$ cat src/rtl/iic_target.sv
// I2C target: synchronized and filtered SCL/SDA, 7-bit address match,
// byte write to rx_data and byte read from tx_data, always-ACK on writes.
module iic_target #(
  parameter logic [6:0] ADDR = 7'h50,
  parameter int         FILT = 3
) (
  input  logic       aclk,
  input  logic       aresetn,
  input  logic       scl_i,
  input  logic       sda_i,
  output logic       sda_o,
  output logic       sda_t,
  output logic [7:0] rx_data,
  output logic       rx_valid,
  input  logic [7:0] tx_data,
  output logic       tx_load,
  output logic       start_det,
  output logic       stop_det,
  output logic       busy
);

  localparam logic [3:0] FLIM = 4'(FILT - 1);

  typedef enum logic [2:0] {
    S_IDLE, S_ADDR, S_ADDR_ACK, S_WR_DATA,
    S_WR_ACK, S_RD_DATA, S_RD_ACK, S_IGNORE
  } state_t;

  state_t     state;
  logic [1:0] scl_s, sda_s;
  logic [3:0] scl_c, sda_c;
  logic       scl_f, sda_f, scl_d, sda_d;
  logic [7:0] sr;
  logic [2:0] bcnt;
  logic       rw, ack_on;

  logic       scl_rise, scl_fall, start_c, stop_c;
  logic [7:0] byte_in;
  logic       match;

  assign sda_o    = 1'b0;
  assign scl_rise = scl_f & ~scl_d;
  assign scl_fall = ~scl_f & scl_d;
  assign start_c  = scl_f & scl_d & sda_d & ~sda_f;
  assign stop_c   = scl_f & scl_d & ~sda_d & sda_f;
  assign byte_in  = {sr[6:0], sda_f};
  assign match    = (byte_in[7:1] == ADDR) &&
                    (byte_in[7:1] != 7'd0);

  // a new level is accepted only after FILT consecutive differing samples
  always_ff @(posedge aclk or negedge aresetn) begin
    if (!aresetn) begin
      scl_s <= 2'b11;
      sda_s <= 2'b11;
      scl_c <= '0;
      sda_c <= '0;
      scl_f <= 1'b1;
      sda_f <= 1'b1;
      scl_d <= 1'b1;
      sda_d <= 1'b1;
    end else begin
      scl_s <= {scl_s[0], scl_i};
      sda_s <= {sda_s[0], sda_i};
      if (scl_s[1] == scl_f) begin
        scl_c <= '0;
      end else if (scl_c == FLIM) begin
        scl_f <= scl_s[1];
        scl_c <= '0;
      end else begin
        scl_c <= scl_c + 4'd1;
      end
      if (sda_s[1] == sda_f) begin
        sda_c <= '0;
      end else if (sda_c == FLIM) begin
        sda_f <= sda_s[1];
        sda_c <= '0;
      end else begin
        sda_c <= sda_c + 4'd1;
      end
      scl_d <= scl_f;
      sda_d <= sda_f;
    end
  end

  always_ff @(posedge aclk or negedge aresetn) begin
    if (!aresetn) begin
      state     <= S_IDLE;
      sda_t     <= 1'b1;
      rx_data   <= 8'h00;
      rx_valid  <= 1'b0;
      tx_load   <= 1'b0;
      start_det <= 1'b0;
      stop_det  <= 1'b0;
      busy      <= 1'b0;
      sr        <= 8'h00;
      bcnt      <= 3'd0;
      rw        <= 1'b0;
      ack_on    <= 1'b0;
    end else begin
      start_det <= 1'b0;
      stop_det  <= 1'b0;
      rx_valid  <= 1'b0;
      tx_load   <= 1'b0;
      if (tx_load) sr <= tx_data;
      if (start_c) begin
        state     <= S_ADDR;
        bcnt      <= 3'd0;
        ack_on    <= 1'b0;
        sda_t     <= 1'b1;
        busy      <= 1'b1;
        start_det <= 1'b1;
      end else if (stop_c) begin
        state    <= S_IDLE;
        ack_on   <= 1'b0;
        sda_t    <= 1'b1;
        busy     <= 1'b0;
        stop_det <= 1'b1;
      end else begin
        unique case (state)
          S_IDLE: ;
          S_ADDR: if (scl_rise) begin
            sr   <= byte_in;
            bcnt <= bcnt + 3'd1;
            if (bcnt == 3'd7) begin
              rw    <= byte_in[0];
              state <= match ? S_ADDR_ACK : S_IGNORE;
            end
          end
          S_ADDR_ACK: if (scl_fall) begin
            if (!ack_on) begin
              sda_t   <= 1'b0;
              ack_on  <= 1'b1;
              tx_load <= rw;
            end else begin
              ack_on <= 1'b0;
              bcnt   <= 3'd0;
              sda_t  <= rw ? sr[7] : 1'b1;
              state  <= rw ? S_RD_DATA : S_WR_DATA;
            end
          end
          S_WR_DATA: if (scl_rise) begin
            sr   <= byte_in;
            bcnt <= bcnt + 3'd1;
            if (bcnt == 3'd7) begin
              rx_data  <= byte_in;
              rx_valid <= 1'b1;
              state    <= S_WR_ACK;
            end
          end
          S_WR_ACK: if (scl_fall) begin
            if (!ack_on) begin
              sda_t  <= 1'b0;
              ack_on <= 1'b1;
            end else begin
              sda_t  <= 1'b1;
              ack_on <= 1'b0;
              bcnt   <= 3'd0;
              state  <= S_WR_DATA;
            end
          end
          // bit 7 is already on the bus when this state is entered
          S_RD_DATA: if (scl_fall) begin
            if (bcnt == 3'd7) begin
              sda_t <= 1'b1;
              bcnt  <= 3'd0;
              state <= S_RD_ACK;
            end else begin
              sda_t <= sr[6];
              sr    <= {sr[6:0], 1'b0};
              bcnt  <= bcnt + 3'd1;
            end
          end
          S_RD_ACK: begin
            if (scl_rise && !ack_on) begin
              if (!sda_f) begin
                tx_load <= 1'b1;
                ack_on  <= 1'b1;
              end else begin
                state <= S_IGNORE;
              end
            end else if (scl_fall && ack_on) begin
              sda_t  <= sr[7];
              ack_on <= 1'b0;
              bcnt   <= 3'd0;
              state  <= S_RD_DATA;
            end
          end
          S_IGNORE: sda_t <= 1'b1;
        endcase
      end
    end
  end

endmodule

$ cat config.mk
export PLATFORM = sky130hd
export DESIGN_NAME = iic_target
export DESIGN_NICKNAME = d
export VERILOG_FILES = /design/src/rtl/iic_target.sv
export SDC_FILE = /design/constraint.sdc
export NUM_CORES = 1
export LEC_CHECK = 0
export CAP_MARGIN = 0
export CORE_ASPECT_RATIO = 0.6
export CORE_MARGIN = 2
export CORE_UTILIZATION = 56
export CTS_CLUSTER_DIAMETER = 100
export DETAILED_ROUTE_END_ITERATION = 16
export PLACE_DENSITY = 0.84
export SETUP_SLACK_MARGIN = 0.5
export SLEW_MARGIN = 20
export SYNTH_ARGS = -nofsm -noshare
export SYNTH_HDL_FRONTEND = slang
export SYNTH_SLANG_ARGS = --single-unit
$ cat constraint.sdc
create_clock -name aclk -period 5.3 [get_ports aclk]
set_input_delay 0.795 -clock aclk [delete_from_list [all_inputs] [get_ports aclk]]
set_output_delay 0.795 -clock aclk [all_outputs]
set_load 0.1 [all_outputs]
==> results of run 1 <==
==> registers in the layout, summed over array words and instances, names as in the netlist, 2 cells and up <==
signal and flops:
state 3, sda_c 4, sda_s 2, scl_c 4, bcnt 3, rx_data 8, sr 8, scl_s 2
==> layer usage <==
layer  wire length [um]  vias up  global-route usage, %  part of all wire [%]
li1                   -      803                      -                     -
met1               2250      797                   31.9                    51
met2               1840       52                   27.9                    42
met3                260        8                   4.60                   5.9
met4                 66        0                   7.81                   1.5
met5                  0        -                      0                     0
==> synth_stat cells (6+ instances only) <==
library cell / count
a21oi_1: 13
dfrtp_1: 37
dfstp_2: 9
ha_1: 7
inv_1: 7
mux2_1: 6
mux2_2: 7
mux2i_1: 10
nand2_1: 16
nor2_1: 22
o21ai_0: 6
==> final timing paths <==
| kind | to | slack (ns) | cells past startpoint |
|---|---|---|---|
| worst max-delay path | tx_load | 2.35 | 1 |
| worst min-delay path | scl_s[1] | 0.36 | 0 |
| worst max register to register | state[2] | 3.15 | 4 |
| worst min register to register | scl_s[1] | 0.36 | 0 |
| max in group asynchronous | sda_s[0] | 4.43 | 1 |
| min in group asynchronous | sr[3] | 0.49 | 1 |
==> final cells by class <==
| cell class | instances | area (um2) | share of cell area (%) |
|---|---|---|---|
| inverters | 8 | 30.0 | 1.13 |
| multi-input cells | 151 | 1060 | 39.9 |
| well taps | 50 | 62.6 | 2.36 |
| clock buffers | 7 | 86.3 | 3.25 |
| repair buffers | 25 | 248 | 9.34 |
| clock inverters | 1 | 5.00 | 0.189 |
| flip-flops and latches | 46 | 1160 | 43.8 |
==> cell families after synthesis <==
logic type                 Yosys count
muxes                               23
DFF                                 46
adders and majority gates            7
xor gates and xnor gates             7
buffers and inverters               20
AOI/OAI and AO/OA                   44
other                                1
and+or+nand+nor                     69
==> power by group <==
part	internal (mW)	switching, mW	leakage (nW)
sequential	0.463	0.173	0.565
combinational	0.258	0.353	0.557
clock	0.105	0.110	0.0482
==> per-stage QoR <==
step | total power, mW | worst slack (ns) | instance area, um2 | util, %
after floorplan | 1.10 | 3.31 | 2310 | -
after global placement | 1.22 | 2.70 | 2560 | 63.5
after detailed placement | 1.24 | 2.67 | 2560 | 63.5
after CTS | 1.46 | 2.34 | 2650 | 65.8
after global routing | 1.56 | 2.26 | 2650 | 65.8
final | 1.46 | 2.35 | 2650 | 65.8
==> results.md, run 1 <==
* Status: complete, no violations
* DRC Markers at 0
* Routed wire length at 4410 um
* Initial Utilization at 57.2%
* Worst Clk Skew at 0.00357 ns
* Critical-path top delay cell: clkdlybuf4s50_1
* IO Port Bufs at 25
* Synth Cell Area at 2310 um2
* CP arrival at 2.15 ns
* Power per cell area at 551 nW/um2
* Hold WS at 0.357 ns
* Detailed Routing Iterations Pass 1 at 5
* Worst slew pin tran at 0.971 ns
* Crit path max fanout at 9
* ANT cells at 0
* Leakage at 1.17 nW
* Post-Synth Simple-Gate Area at 15.4%
* Kind of critical path: flop to output port
* Sequential area share after synthesis at 50.4%
* Peak supply drop at 318 uV
* CP delay by family, top: buffers and inverters
* Final period utilization at 55.6%
* Fin cells at 288
* HP Start: scl_s[0]
* Most frequent cells in the layout: 37 x dfrtp_1, 24 x clkdlybuf4s50_1, 22 x nor2_1
* CTS Hold Bufs at 0
* Num rows at 18
* Number of buffers and inverters on the critical path at 1
* DIE AREA at 4660 um2
* Post-CTS Resized at 0
* Core Box Area at 4030 um2
* Post-synth EDFFs at 0
* Main combinational cell family by area after synthesis: simple AND/OR/NAND/NOR gates
* Commonest non-fill, non-tap cell in the layout: dfrtp_1
* Worst setup path start: tx_load
* Largest net degree at the start of global routing at 47
* Die Wd at 86.8 um
* Routed WL per cell at 15.3 um
* Fmax at 339 MHz
* Ys Warns at 0
* Crit path required time at 4.51 ns
* Via count at 1,660
* Routed vias/inst at 5.76
* Reg2Reg Launch Point: state[2]
* Die height at 53.7 um
* HP Class: flop to flop
* Total grt overflow at 0
* Setup bufs post-CTS at 0
* CTS tree: yes
* RSZ-0062 raised after global routing: false
* CP cell instances: clkdlybuf4s50_1
* Share of layout cells above drive strength 1 at 12.6%
* Post-synth cell types at 51
* Number of routed nets with antenna violations at 0
* Relative slew slack at 35.1%
* Worst Setup End Kind: output port
* CTS max path bufs at 2
* Clk sinks at 46
* Max-Cap Viols at 0
* Largest cells by area after synthesis: dfrtp_1 40%, dfstp_2 10%, mux2i_1 4.3%
* Slowest stage delay, CP at 1.22 ns
* Adder-cell share of the synthesized area at 3.80%
* Multiplexer share of the synthesized area at 10.7%
* DP HPWL at 3150 um
* Vias in the first global route at 1,447
* # fillers at 326
* Final Max Tran Viols at 0
* Fin crit period at 2.95 ns
* Top cell type's share of synthesized area at 40.2%
* Nets at 256
* Htree depth at 2
* CTS Root Cell: clkbuf_8
* Layout area overhead at 15.1%
* # IOs at 27
* Final count of hold timing violations at 0
* Compound-Gate Fraction of Synth Area at 13.3%
* CP Launch Type: flop
* Count of final setup violators at 0
* First-pass GRT wire length at 7090 um
* Synth Register Bits at 46
* Total global routing track utilization at 20.6%
* Most used DFF post-synth: dfrtp_1
* Syn_nets at 236
* CTS buffer count at 5
* Reg clk slew, reported paths at 0.08 ns
* Post-synthesis cell count at 217
* Placer Congestion at 0.878
* Placed Cells incl. Taps at 280
* Antenna violations before repair at 0
* Synthesized area per cell at 10.6 um2
* Area leader, netlist: dfrtp_1
* Latest clock arrival within the worst-skew pair at 0.30 ns
* Post-Synth XOR/XNOR Area at 2.66%
* Setup TNS at 0 ns
* Initial DRC count at 98
* FFs w/ async S/R, synth at 100%
Power figures use the tool's default switching activity.
==> run 2: changes to the inputs <==
- CORE_UTILIZATION: 56 -> 50
- PLACE_DENSITY: 0.84 -> 0.79
- clock period: 5.3 -> 2.4 ns (I/O delays scaled with it)
==> results.md, run 2 (synthesis results as in run 1) <==
* Status: complete, no violations (unchanged)
* M1 wire length at 2430 um (was 2250 um)
* Commonest non-fill, non-tap cell in the layout: dfrtp_1 (unchanged)
* Total global routing track utilization at 19.9% (was 20.6%)
* Peak supply drop at 876 uV (was 318 uV)
* Detailed Routing Iterations Pass 1 at 4 (was 5)
* IO Port Bufs at 25 (unchanged)
* Kind of critical path: flop to flop (was flop to output port)
* Largest registers: rx_data: 8 flops, sr: 8 flops (unchanged)
* Crit path max fanout at 8 (was 9)
* Initial Utilization at 51.3% (was 57.2%)
* Final period utilization at 78.7%
* Layout area overhead at 21.2% (was 15.1%)
* Share of layout cells above drive strength 1 at 26.6% (was 12.6%)
* Routed wire length at 4880 um (was 4410 um)
* RSZ-0062 raised after global routing: true (was false)
* Nets at 266 (was 256)
* Reg2Reg Capture Point: state[2] (unchanged)
* CTS max path bufs at 2 (unchanged)
* Number of buffers and inverters on the critical path at 0 (was 1)
* Count of final setup violators at 0 (unchanged)
* DIE AREA at 5190 um2 (was 4660 um2)
* Reg2Reg Launch Point: scl_f (was state[2])
* Worst Setup End Kind: flop (was output port)
* Clk sinks at 46 (unchanged)
* CP delay by family, top: compound AO/OA/AOI/OAI gates (was buffers and inverters)
* Fin cells at 311 (was 288)
* CTS Root Cell: clkbuf_8 (unchanged)
* Via count at 1,717 (was 1,660)
* Total grt overflow at 0 (unchanged)
* Reg clk slew, reported paths at 0.09 ns (was 0.08 ns)
* Die height at 56.6 um (was 53.7 um)
* CP cell instances: or3b_4 > a221o_1 > o311ai_4 > nand2_1 > o211a_1 (was clkdlybuf4s50_1)
* Largest net degree at the start of global routing at 47 (unchanged)
* # IOs at 27 (unchanged)
* Max-Cap Viols at 0 (unchanged)
* Most frequent cells in the layout: 35 x dfrtp_1, 25 x buf_4, 22 x nor2_1 (was 37 x dfrtp_1, 24 x clkdlybuf4s50_1, 22 x nor2_1)
* Initial DRC count at 155 (was 98)
* Num rows at 19 (was 18)
* Placer Congestion at 0.888 (was 0.878)
* Final count of hold timing violations at 0 (unchanged)
* Routed vias/inst at 5.52 (was 5.76)
* DR WL met2 at 2000 um (was 1840 um)
* CP arrival at 2.08 ns (was 2.15 ns)
* Latest clock arrival within the worst-skew pair at 0.30 ns (about the same)
* Placed Cells incl. Taps at 299 (was 280)
* Leakage at 1.25 nW (was 1.17 nW)
* CTS tree: yes (unchanged)
* Die Wd at 91.7 um (was 86.8 um)
* Worst Reg-to-Reg Cells at 5 (was 4)
* Vias in the first global route at 1,563 (was 1,447)
* Worst Clk Skew at 0.00343 ns (was 0.00357 ns)
* Crit path required time at 2.59 ns (was 4.51 ns)
* HP Class: input port to asynchronous set/reset pin (was flop to flop)
* Worst slew pin tran at 0.560 ns (was 0.971 ns)
* Antenna violations before repair at 0 (unchanged)
* Slowest stage delay, CP at 0.60 ns (was 1.22 ns)
* Number of routed nets with antenna violations at 0 (unchanged)
* Setup TNS at 0 ns (unchanged)
* Detail Route met3 WL at 404 um (was 260 um)
* Post-layout util at 62.2% (was 65.8%)
* Critical-path top delay cell: dfstp_2 (was clkdlybuf4s50_1)
* DP HPWL at 3200 um (was 3150 um)
* Htree depth at 2 (unchanged)
* Power per cell area at 1270 nW/um2 (was 551 nW/um2)
* Core Box Area at 4490 um2 (was 4030 um2)
* CTS buffer count at 5 (unchanged)
* Relative slew slack at 62.7% (was 35.1%)
* Fmax at 529 MHz
* Fin crit period at 1.89 ns
* First-pass GRT wire length at 7800 um (was 7090 um)
* DRC Markers at 0 (unchanged)
* DR top layer: met4 (unchanged)
* ANT cells at 0 (unchanged)
* CP Launch Type: flop (unchanged)
* Reg2reg setup slack at 0.51 ns (was 3.15 ns)
* Routed WL per cell at 15.7 um (was 15.3 um)
* Final Max Tran Viols at 0 (unchanged)
run 2: power breakdown:
part           switching, mW  internal [mW]  total [mW]  leakage (nW)
clock                  0.270          0.205       0.475        0.0441
combinational           1.04          0.733        1.77         0.647
sequential             0.270           1.03        1.30         0.563
run 2: worst register-to-register path, stage by stage, from the launching register on:
cell and delay [ns]:
dfstp_2 0.60, or3b_4 0.40, a221o_1 0.38, o311ai_4 0.14
nand2_1 0.11, o211a_1 0.15
run 2: cell type report:
type                            instances  area [um2]
Fill cell                             357        1700
Sequential cell                        46        1160
Multi-Input combinational cell        151        1140
Timing Repair Buffer                   35         288
Tap cell                               63        78.8
Clock buffer                            5        68.8
Inverter                                8        30.0
Clock inverter                          3        21.3
run 2: per-layer routing:
layer  global-route usage [%]  up-vias
met5                        0        -
met4                     5.84        0
met3                     6.17        4
met2                     25.9       57
met1                     31.2      826
li1                         -      830
run 2: through the flow:
| step | worst slack (ns) | instance area [um2] | hold slack [ns] | total power, mW |
|---|---|---|---|---|
| after CTS | 0.497 | 2740 | 0.243 | 3.40 |
| after floorplan | 0.555 | 2310 | 0.0644 | 2.44 |
| after detailed placement | 0.428 | 2590 | 0.348 | 2.83 |
| after global placement | 0.433 | 2590 | 0.346 | 2.82 |
| after global routing | 0.450 | 2790 | 0.0919 | 3.76 |
| final | 0.511 | 2790 | 0.0361 | 3.54 |
run 2: worst max-delay path by stage:
stage	cells after the start	startpoint	end
CTS	5	bcnt[0]	sr[0]
global route	8	bcnt[1]	state[0]
global placement	4	scl_f	rx_data[5]
floorplan	6	scl_f	state[2]
detailed placement	4	scl_f	rx_data[2]
finish	5	scl_f	state[2]
run 2: what timing repair did:
| item | 4_1_cts | 5_1_grt |
|---|---|---|
| gates resized for setup | 5 | 10 |
| hold buffers | 0 | 0 |
| setup endpoints to repair | 11 | 16 |
| endpoints found under the hold margin | 0 | 0 |
| pin swaps | 0 | 3 |
| cloned | 0 | 0 |
| setup buffers | 4 | 0 |
==> run 3: changes to the inputs <==
- CORE_UTILIZATION: 50 -> 55
- PLACE_DENSITY: 0.79 -> 0.83
- clock period: 2.4 -> 1.9 ns (I/O delays scaled with it)
==> results.md, run 3 (synthesis results as in run 1) <==
* Status: finished with violations (was complete, no violations)
* Failing checks: setup timing
* CTS max path bufs at 2 (unchanged)
* Initial DRC count at 219 (was 155)
* Final Max Tran Viols at 0 (unchanged)
* CP Launch Type: flop (unchanged)
* Layout area overhead at 44.7% (was 21.2%)
* Relative slew slack at 63.5% (was 62.7%)
* Post-layout util at 81.8% (was 62.2%)
* Crit path required time at 2.10 ns (was 2.59 ns)
* Final worst setup slack at -0.0878 ns (was 0.511 ns)
* RSZ-0062 raised after global routing: true (unchanged)
* Reg2Reg Launch Point: scl_f (unchanged)
* Peak supply drop at 813 uV (was 876 uV)
* Fmax at 503 MHz (was 529 MHz)
* Max-Cap Viols at 0 (unchanged)
* DIE AREA at 4740 um2 (was 5190 um2)
* Vias in the first global route at 1,884 (was 1,563)
* Placer Congestion at 0.917 (was 0.888)
* Htree depth at 2 (unchanged)
* Initial Utilization at 56.6% (was 51.3%)
* HP Class: flop to flop (was input port to asynchronous set/reset pin)
* Worst slew pin tran at 0.547 ns (was 0.560 ns)
* Count of final setup violators at 3 (was 0)
* # IOs at 27 (unchanged)
* Final count of hold timing violations at 0 (unchanged)
* Routed vias/inst at 5.97 (was 5.52)
* Reg clk slew, reported paths at 0.08 ns (was 0.09 ns)
* Hold WS at 0.359 ns (was 0.0361 ns)
* Hold path cells at 0
* Multi-input gate area at 1350 um2 (was 1140 um2)
* Combinational power share at 58.4% (was 50.0%)
* Worst Reg-to-Reg Cells at 6 (was 5)
* Reg2Reg Capture Point: state[1] (was state[2])
* Power per cell area at 1650 nW/um2 (was 1270 nW/um2)
* Most frequent cells in the layout: 41 x buf_4, 34 x dfrtp_1, 15 x nor2_1 (was 35 x dfrtp_1, 25 x buf_4, 22 x nor2_1)
* Fin cells at 343 (was 311)
* Placed Cells incl. Taps at 301 (was 299)
* Via count at 2,048 (was 1,717)
* ANT cells at 0 (unchanged)
* Final period utilization at 105% (was 78.7%)
* Seq. cell area at 1170 um2 (was 1160 um2)
* CTS tree: yes (unchanged)
* Die height at 54.2 um (was 56.6 um)
* Reg2reg setup slack at -0.09 ns (was 0.51 ns)
* HP Start: sda_s[0]
* Area after DPL at 2760 um2 (was 2590 um2)
* First-pass GRT wire length at 9560 um (was 7800 um)
* Net Sw Power at 2.50 mW (was 1.58 mW)
* Num rows at 18 (was 19)
* Routed WL per cell at 21.0 um (was 15.7 um)
* Internal power at 3.00 mW (was 1.96 mW)
* Antenna violations before repair at 0 (unchanged)
* Total global routing track utilization at 28.0% (was 19.9%)
* CTS buffer count at 5 (unchanged)
* Total grt overflow at 0 (unchanged)
* Clock Power Share at 11.7% (was 13.4%)
* IO Port Bufs at 25 (unchanged)
* Routed wire length at 7190 um (was 4880 um)
* Setup TNS at -0.175 ns (was 0 ns)
* DP HPWL at 3530 um (was 3200 um)
* Largest net degree at the start of global routing at 28 (was 47)
* Largest registers: rx_data: 8 flops, sr: 8 flops (unchanged)
* Nets at 301 (was 266)
* Crit path max fanout at 4 (was 8)
* Worst Clk Skew at 0.0149 ns (was 0.00343 ns)
* CP arrival at 2.18 ns (was 2.08 ns)
* Fin crit period at 1.99 ns (was 1.89 ns)
* Die Wd at 87.6 um (was 91.7 um)
* Sw frac at 45.4% (was 44.5%)
* Leakage at 1.51 nW (was 1.25 nW)
* Flop pwr share at 29.9% (was 36.6%)
* DRC Markers at 0 (unchanged)
* Worst Setup End Kind: flop (unchanged)
* # fillers at 213 (was 357)
* Number of routed nets with antenna violations at 0 (unchanged)
* Core Box Area at 4080 um2 (was 4490 um2)
* Latest clock arrival within the worst-skew pair at 0.32 ns (was 0.30 ns)
* CTS Root Cell: clkbuf_8 (unchanged)
* Min-Delay Endpoint: sda_s[1]
* Detailed Routing Iterations Pass 1 at 7 (was 4)
* Kind of critical path: flop to flop (unchanged)
* Final Instance Area at 3340 um2 (was 2790 um2)
* Clk sinks at 46 (unchanged)
* Commonest non-fill, non-tap cell in the layout: buf_4 (was dfrtp_1)
* Share of layout cells above drive strength 1 at 45.9% (was 26.6%)
==> run 3: cell types whose count changed in the layout (fill, tap and decap cells not counted), moves of 5 or more <==
cell	before	now
mux2_4	0	8
a21oi_2	0	9
a21oi_1	13	4
buf_12	0	5
buf_6	0	8
nor2_1	22	15
buf_4	25	41
mux2_1	6	0
nor2_4	0	7
==> run 3: layout make-up <==
| type | instances | share of cell area (%) |
|---|---|---|
| multi-input combinational | 153 | 40.5 |
| sequential | 46 | 35.0 |
| timing repair buffer | 68 | 18.7 |
| clock buffer | 7 | 2.59 |
| tap | 60 | 2.25 |
| inverter | 8 | 0.900 |
| clock inverter | 1 | 0.150 |
==> run 3: what timing repair did <==
action / CTS / global route
pin swaps: 12 / 11
hold buffers: 1 / 0
gates cloned: 2 / 0
hold endpoints to repair: 19 / 0
endpoints found under the setup margin: 27 / 29
gates resized for setup: 29 / 26
buffers inserted: 21 / 10
==> run 3: power groups by stage <==
stage               sequential [mW]  clock (mW)  combinational (mW)
CTS                            1.61       0.627                2.74
global placement               1.63           0                2.19
global route                   1.67       0.685                3.36
finish                         1.64       0.640                3.21
detailed placement             1.63           0                2.23
floorplan                      1.75           0                1.55
==> run 3: critical path, cell delays in order, from the launching register on <==
cell and delay (ns):
dfstp_2 0.58, buf_12 0.11, nor4bb_1 0.33, buf_4 0.22
o21a_1 0.20, o311ai_2 0.16, o211a_1 0.28
==> run 3: stage by stage <==
stage          setup WS [ns]  total power, mW
2_1_floorplan          0.133             3.30
3_3_place_gp          0.0807             3.82
3_5_place_dp          0.0313             3.87
4_1_cts                0.123             4.98
5_1_grt              -0.0887             5.71
6_report             -0.0878             5.49
==> run 3: metal layers <==
layer  vias up  share of wire, %  track usage [%]
met1      1013                44             40.0
met3        21               8.3             6.29
met5         -                 0                0
met2       124                45             42.3
li1        890                 -                -
met4         0               2.9             9.74
==> run 3: worst max path at each step <==
| stage | from | endpoint | slack, ns | cells after the start |
|---|---|---|---|---|
| 2_1_floorplan | scl_f | state[1] | 0.13 | 5 |
| 3_3_place_gp | scl_f | rx_data[5] | 0.08 | 4 |
| 3_5_place_dp | scl_f | rx_data[1] | 0.03 | 4 |
| 4_1_cts | scl_f | state[2] | 0.12 | 5 |
| 5_1_grt | scl_f | state[1] | -0.09 | 6 |
| 6_report | scl_f | state[1] | -0.09 | 6 |
==> RTL change 1 (settings of run 2) <==
Add an input register stage for `scl_i`, `sda_i` and `tx_data`, with the module's reset; this delays them by one clock.
--- a/src/rtl/iic_target.sv
+++ b/src/rtl/iic_target.sv
@@ -27,4 +27,20 @@
   } state_t;
 
+  logic scl_q;
+  logic sda_q;
+  logic [7:0] tx_data_q;
+
+  always_ff @(posedge aclk or negedge aresetn) begin
+    if (!aresetn) begin
+      scl_q     <= '0;
+      sda_q     <= '0;
+      tx_data_q <= '0;
+    end else begin
+      scl_q     <= scl_i;
+      sda_q     <= sda_i;
+      tx_data_q <= tx_data;
+    end
+  end
+
   state_t     state;
   logic [1:0] scl_s, sda_s;
@@ -60,6 +76,6 @@
       sda_d <= 1'b1;
     end else begin
-      scl_s <= {scl_s[0], scl_i};
-      sda_s <= {sda_s[0], sda_i};
+      scl_s <= {scl_s[0], scl_q};
+      sda_s <= {sda_s[0], sda_q};
       if (scl_s[1] == scl_f) begin
         scl_c <= '0;
@@ -102,5 +118,5 @@
       rx_valid  <= 1'b0;
       tx_load   <= 1'b0;
-      if (tx_load) sr <= tx_data;
+      if (tx_load) sr <= tx_data_q;
       if (start_c) begin
         state     <= S_ADDR;
Check against the original RTL: not equivalent (Yosys sat finds a counterexample within 10 cycles, from zero or initial values and one cycle with aresetn low).
==> RTL change 1 against run 2 <==
Highest routed layer unchanged. Global-route usage shrank 0.76 points. Synthesized area grew 9.2%. Cell area grew 5.2%. Largest power group is now sequential cells. Fmax grew 3.9%. Critical path type unchanged. Non-clock buffer count shrank 7. Sequential cell count grew 10. Worst setup slack gained 71 ps. Routed wire length grew 2.0%. Total power grew 4.2%.
==> RTL change 1: results (changes against run 2) <==
dp_hpwl_um: 3470  # was 3200 um
wire_per_inst_um: 16.0  # was 15.7 um
n_antenna_cell: 0  # unchanged
htreeDepth: 2  # unchanged
synthesis.nets: 239  # was 236
port_buffers: 25  # unchanged
firstDrtPassIters: 4  # unchanged
grt_start_max_net_pins: 31  # was 47
synth_compound_area_share_pct: 11.7  # was 13.3%
hp-class: "input pin to asynchronous set/reset pin"  # unchanged
ir_drop_v: 0.000702  # was 0.000876 V
cp_max_fo: 10  # was 8
status: "finished, final reports clean"  # unchanged
fin_worst_skew_ps: 12.6  # was 3.43 ps
async_flop_share_pct: 100  # unchanged
netlist_top_cells_area: "dfrtp_1 47%, dfstp_2 9.4%, mux2_1 4.5%, nor2_1 3.7%, mux2i_1 3.6%"  # was dfrtp_1 40%, dfstp_2 10%, mux2i_1 4.3%, ha_1 3.8%, nor2_1 3.6%
root_buffer: "clkbuf_8"  # unchanged
total_leakage_power_nw: 1.29  # was 1.25 nW
max_slew_margin_pct: 58.6  # was 62.7%
insertion_delay_ps: 310
synthAdderAreaFrac_pct: 2.48  # was 3.80%
crit_arrival_ps: 2040  # was 2080 ps
cts_made_buffers: 5  # unchanged
grt_usage_pct: 19.2  # was 19.9%
largest_registers: "rx_data (8), sr (8), tx_data_q (8)"  # was rx_data (8), sr (8)
clk_path_buf_depth: 2  # unchanged
final_nets: 264  # was 266
fill_cells: 384  # was 357
drt_iter0_markers: 247  # was 155
ys_seq_area_share_pct: 56.1  # was 50.4%
ys_warn_count: 0  # unchanged
clkTransAtPathRegs_ps: 100
synthMuxAreaShare_pct: 9.39  # was 10.7%
gp_congestion: 0.959  # was 0.888
synth_commonest_cells: "47 x dfrtp_1, 25 x nor2_1, 13 x a21oi_1"  # was 37 x dfrtp_1, 22 x nor2_1, 16 x nand2_1
synth_xor_area_share_pct: 2.43  # was 2.66%
vias: 1757  # was 1717
antenna_found_initial: 0  # unchanged
grt_pass1_wl_um: 8160  # was 7800 um
yosysUniqueCellTypes: 53  # was 51
final_layout_size_suffix_gt1_share_pct: 21.8  # was 26.6%
grt_pass1_vias: 1646  # was 1563
## RTL change 1: timing repair
action,in CTS,in global routing
pin swaps,0,3
setup buffers,0,2
endpoints found under the setup margin,18,19
gates resized for setup,3,6
gates cloned,0,1
## RTL change 1: routing by layer
layer	wire [um]	vias to the layer above	track usage (%)
met5	0	-	0
met2	2120	74	26.4
met1	2470	851	30.6
met3	383	2	5.34
met4	14	0	3.06
li1	-	830	-
## RTL change 1: where the power goes
part / internal, mW / switching (mW) / total [mW] / leakage (nW)
Combinational: 0.586 / 0.897 / 1.48 / 0.551
Sequential: 1.22 / 0.373 / 1.59 / 0.680
Clock: 0.316 / 0.300 / 0.615 / 0.0558
Total: 2.12 / 1.57 / 3.69 / 1.29
## RTL change 1: kinds of logic (layout without fill, tap and decap cells)
family | after synthesis | after routing
flops | 56 | 56
mux | 22 | 22
other cells | 1 | 1
simple gates | 70 | 70
fa+ha+maj | 5 | 5
xor+xnor | 7 | 7
buf+inv | 17 | 42
compound gates | 44 | 45
## RTL change 1: final timing paths
path                       cells past startpoint    endpoint  startpoint  slack (ps)
max                                            5    state[0]       scl_d         580
min                                            1  rx_data[7]     aresetn          60
max reg2reg                                    5    state[0]       scl_d         580
min reg2reg                                    0    sda_s[1]    sda_s[0]         360
max in group asynchronous                      2    scl_s[0]     aresetn        1690
min in group aclk                              0    sda_s[1]    sda_s[0]         360
## RTL change 1: critical path, cell delays in order (launching register included)
cell and delay [ps]:
dfstp_2 640, nor2b_4 290, a21oi_1 140, a32o_1 280, o21ai_1 200, mux2i_1 190
## RTL change 1: metrics by stage
stage	utilization, %	instances	area (sq um)	setup WS (ps)	total power, mW
2_1_floorplan	-	222	2520	667	2.64
3_3_place_gp	58.8	300	2770	517	2.90
3_5_place_dp	58.8	300	2770	345	2.96
4_1_cts	61.3	308	2890	533	3.59
5_1_grt	62.4	311	2940	480	3.95
6_report	62.4	311	2940	582	3.69
## RTL change 1: area by class of cell
type | count | area, sq um | share of cell area [%]
Clock inverter | 2 | 38.8 | 1.32
Clock buffer | 6 | 72.6 | 2.47
Multi-Input combinational cell | 150 | 1060 | 36.2
Tap cell | 63 | 78.8 | 2.68
Sequential cell | 56 | 1420 | 48.3
Timing Repair Buffer | 28 | 245 | 8.35
Inverter | 6 | 22.5 | 0.767
==> RTL change 2 (flow settings as in run 2) <==
Made on the original files. Encoding of `state_t`: now one-hot (8 bits for 8 states).
--- a/src/rtl/iic_target.sv
+++ b/src/rtl/iic_target.sv
@@ -22,7 +22,7 @@
   localparam logic [3:0] FLIM = 4'(FILT - 1);
 
-  typedef enum logic [2:0] {
-    S_IDLE, S_ADDR, S_ADDR_ACK, S_WR_DATA,
-    S_WR_ACK, S_RD_DATA, S_RD_ACK, S_IGNORE
+  typedef enum logic [7:0] {
+    S_IDLE = 8'b00000001, S_ADDR = 8'b00000010, S_ADDR_ACK = 8'b00000100, S_WR_DATA = 8'b00001000,
+    S_WR_ACK = 8'b00010000, S_RD_DATA = 8'b00100000, S_RD_ACK = 8'b01000000, S_IGNORE = 8'b10000000
   } state_t;
 
Behaviour: same outputs for any inputs over 10 cycles, from zero or initial values and one cycle with aresetn low; not proved beyond that.
==> RTL change 2 against run 2 <==
Worst setup slack got worse by 450 ps. Cell area increased by 31%. Sequential cell count rose by 5. Synthesized area increased by 17%. Critical path type unchanged. Fmax fell by 19%. Routed wire length grew 44%. Total power shrank 4.0%.
==> RTL change 2: results (changes against run 2) <==
status: "finished, final reports clean"  # unchanged
fin_worst_skew_ps: 10.9  # was 3.43 ps
grtUsageMet2_pct: 33.5  # was 25.9%
p_int_mw: 2.03  # was 1.96 mW
pre_cts_slack_ps: 102  # was 428 ps
ys_seq_area_share_pct: 47.8  # was 50.4%
synth_xor_area_share_pct: 3.90  # was 2.66%
synthMuxAreaShare_pct: 7.57  # was 10.7%
netlist_instances: 275  # was 217
ir_drop_v: 0.000795  # was 0.000876 V
grt_start_max_net_pins: 52  # was 47
cpPeakStageDelay_ps: 460  # was 600 ps
yosysUniqueCellTypes: 52  # was 51
ys_seq_elements: 51  # was 46
n_all_inverters: 9  # was 8
synthAdderAreaFrac_pct: 3.25  # was 3.80%
clk_share_pct: 2.49  # was 3.22%
final_util_pct: 71.4  # was 62.2%
signal_buffers: 71  # was 35
grt_usage_pct: 22.0  # was 19.9%
met1Wirelength_um: 3320  # was 2430 um
final_nets: 358  # was 266
dr_wl_met3_um: 420  # was 404 um
grt_pass1_wl_um: 10300  # was 7800 um
grt_pass1_vias: 2071  # was 1563
synth_compound_area_share_pct: 12.4  # was 13.3%
register_area_sq_um: 1290  # was 1160 sq um
dp_hpwl_um: 4500  # was 3200 um
vias_per_cell: 5.72  # was 5.52
gp_congestion: 0.990  # was 0.888
seq_share_pct: 35.3  # was 41.7%
drt_iter0_markers: 210  # was 155
grt_use_met1_pct: 33.1  # was 31.2%
pg_clk_mw: 0.501  # was 0.475 mW
fill_cells: 360  # was 357
worst_pin_slew_ps: 631  # was 560 ps
wire_per_inst_um: 17.3  # was 15.7 um
-- RTL change 2: cell types whose count changed after synthesis, moves of 4 or more --
cell     delta
mux2_4      +6
nand2_1    +23
mux2_2      -5
dfrtp_1     +4
mux2_1      -5
o21ai_0    +11
nand3_1     +5
-- RTL change 2: worst paths after layout --
check | start | endpoint | slack, ps
worst max-delay path | state[2] | state[4] | 60
worst min-delay path | aresetn | rx_data[5] | 150
worst max register to register | state[2] | state[4] | 60
worst min register to register | sda_s[0] | sda_s[1] | 360
max in group asynchronous | aresetn | state[7] | 1780
min in group aclk | sda_s[0] | sda_s[1] | 360
-- RTL change 2: worst reg2reg max path, delay by kind of cell (launching register included) --
| family | cells | cell delay [ps] |
|---|---|---|
| and+or+nand+nor | 3 | 810 |
| DFF | 1 | 410 |
| AOI/OAI and AO/OA | 2 | 400 |
| buffers and inverters | 2 | 320 |
| muxes | 1 | 300 |
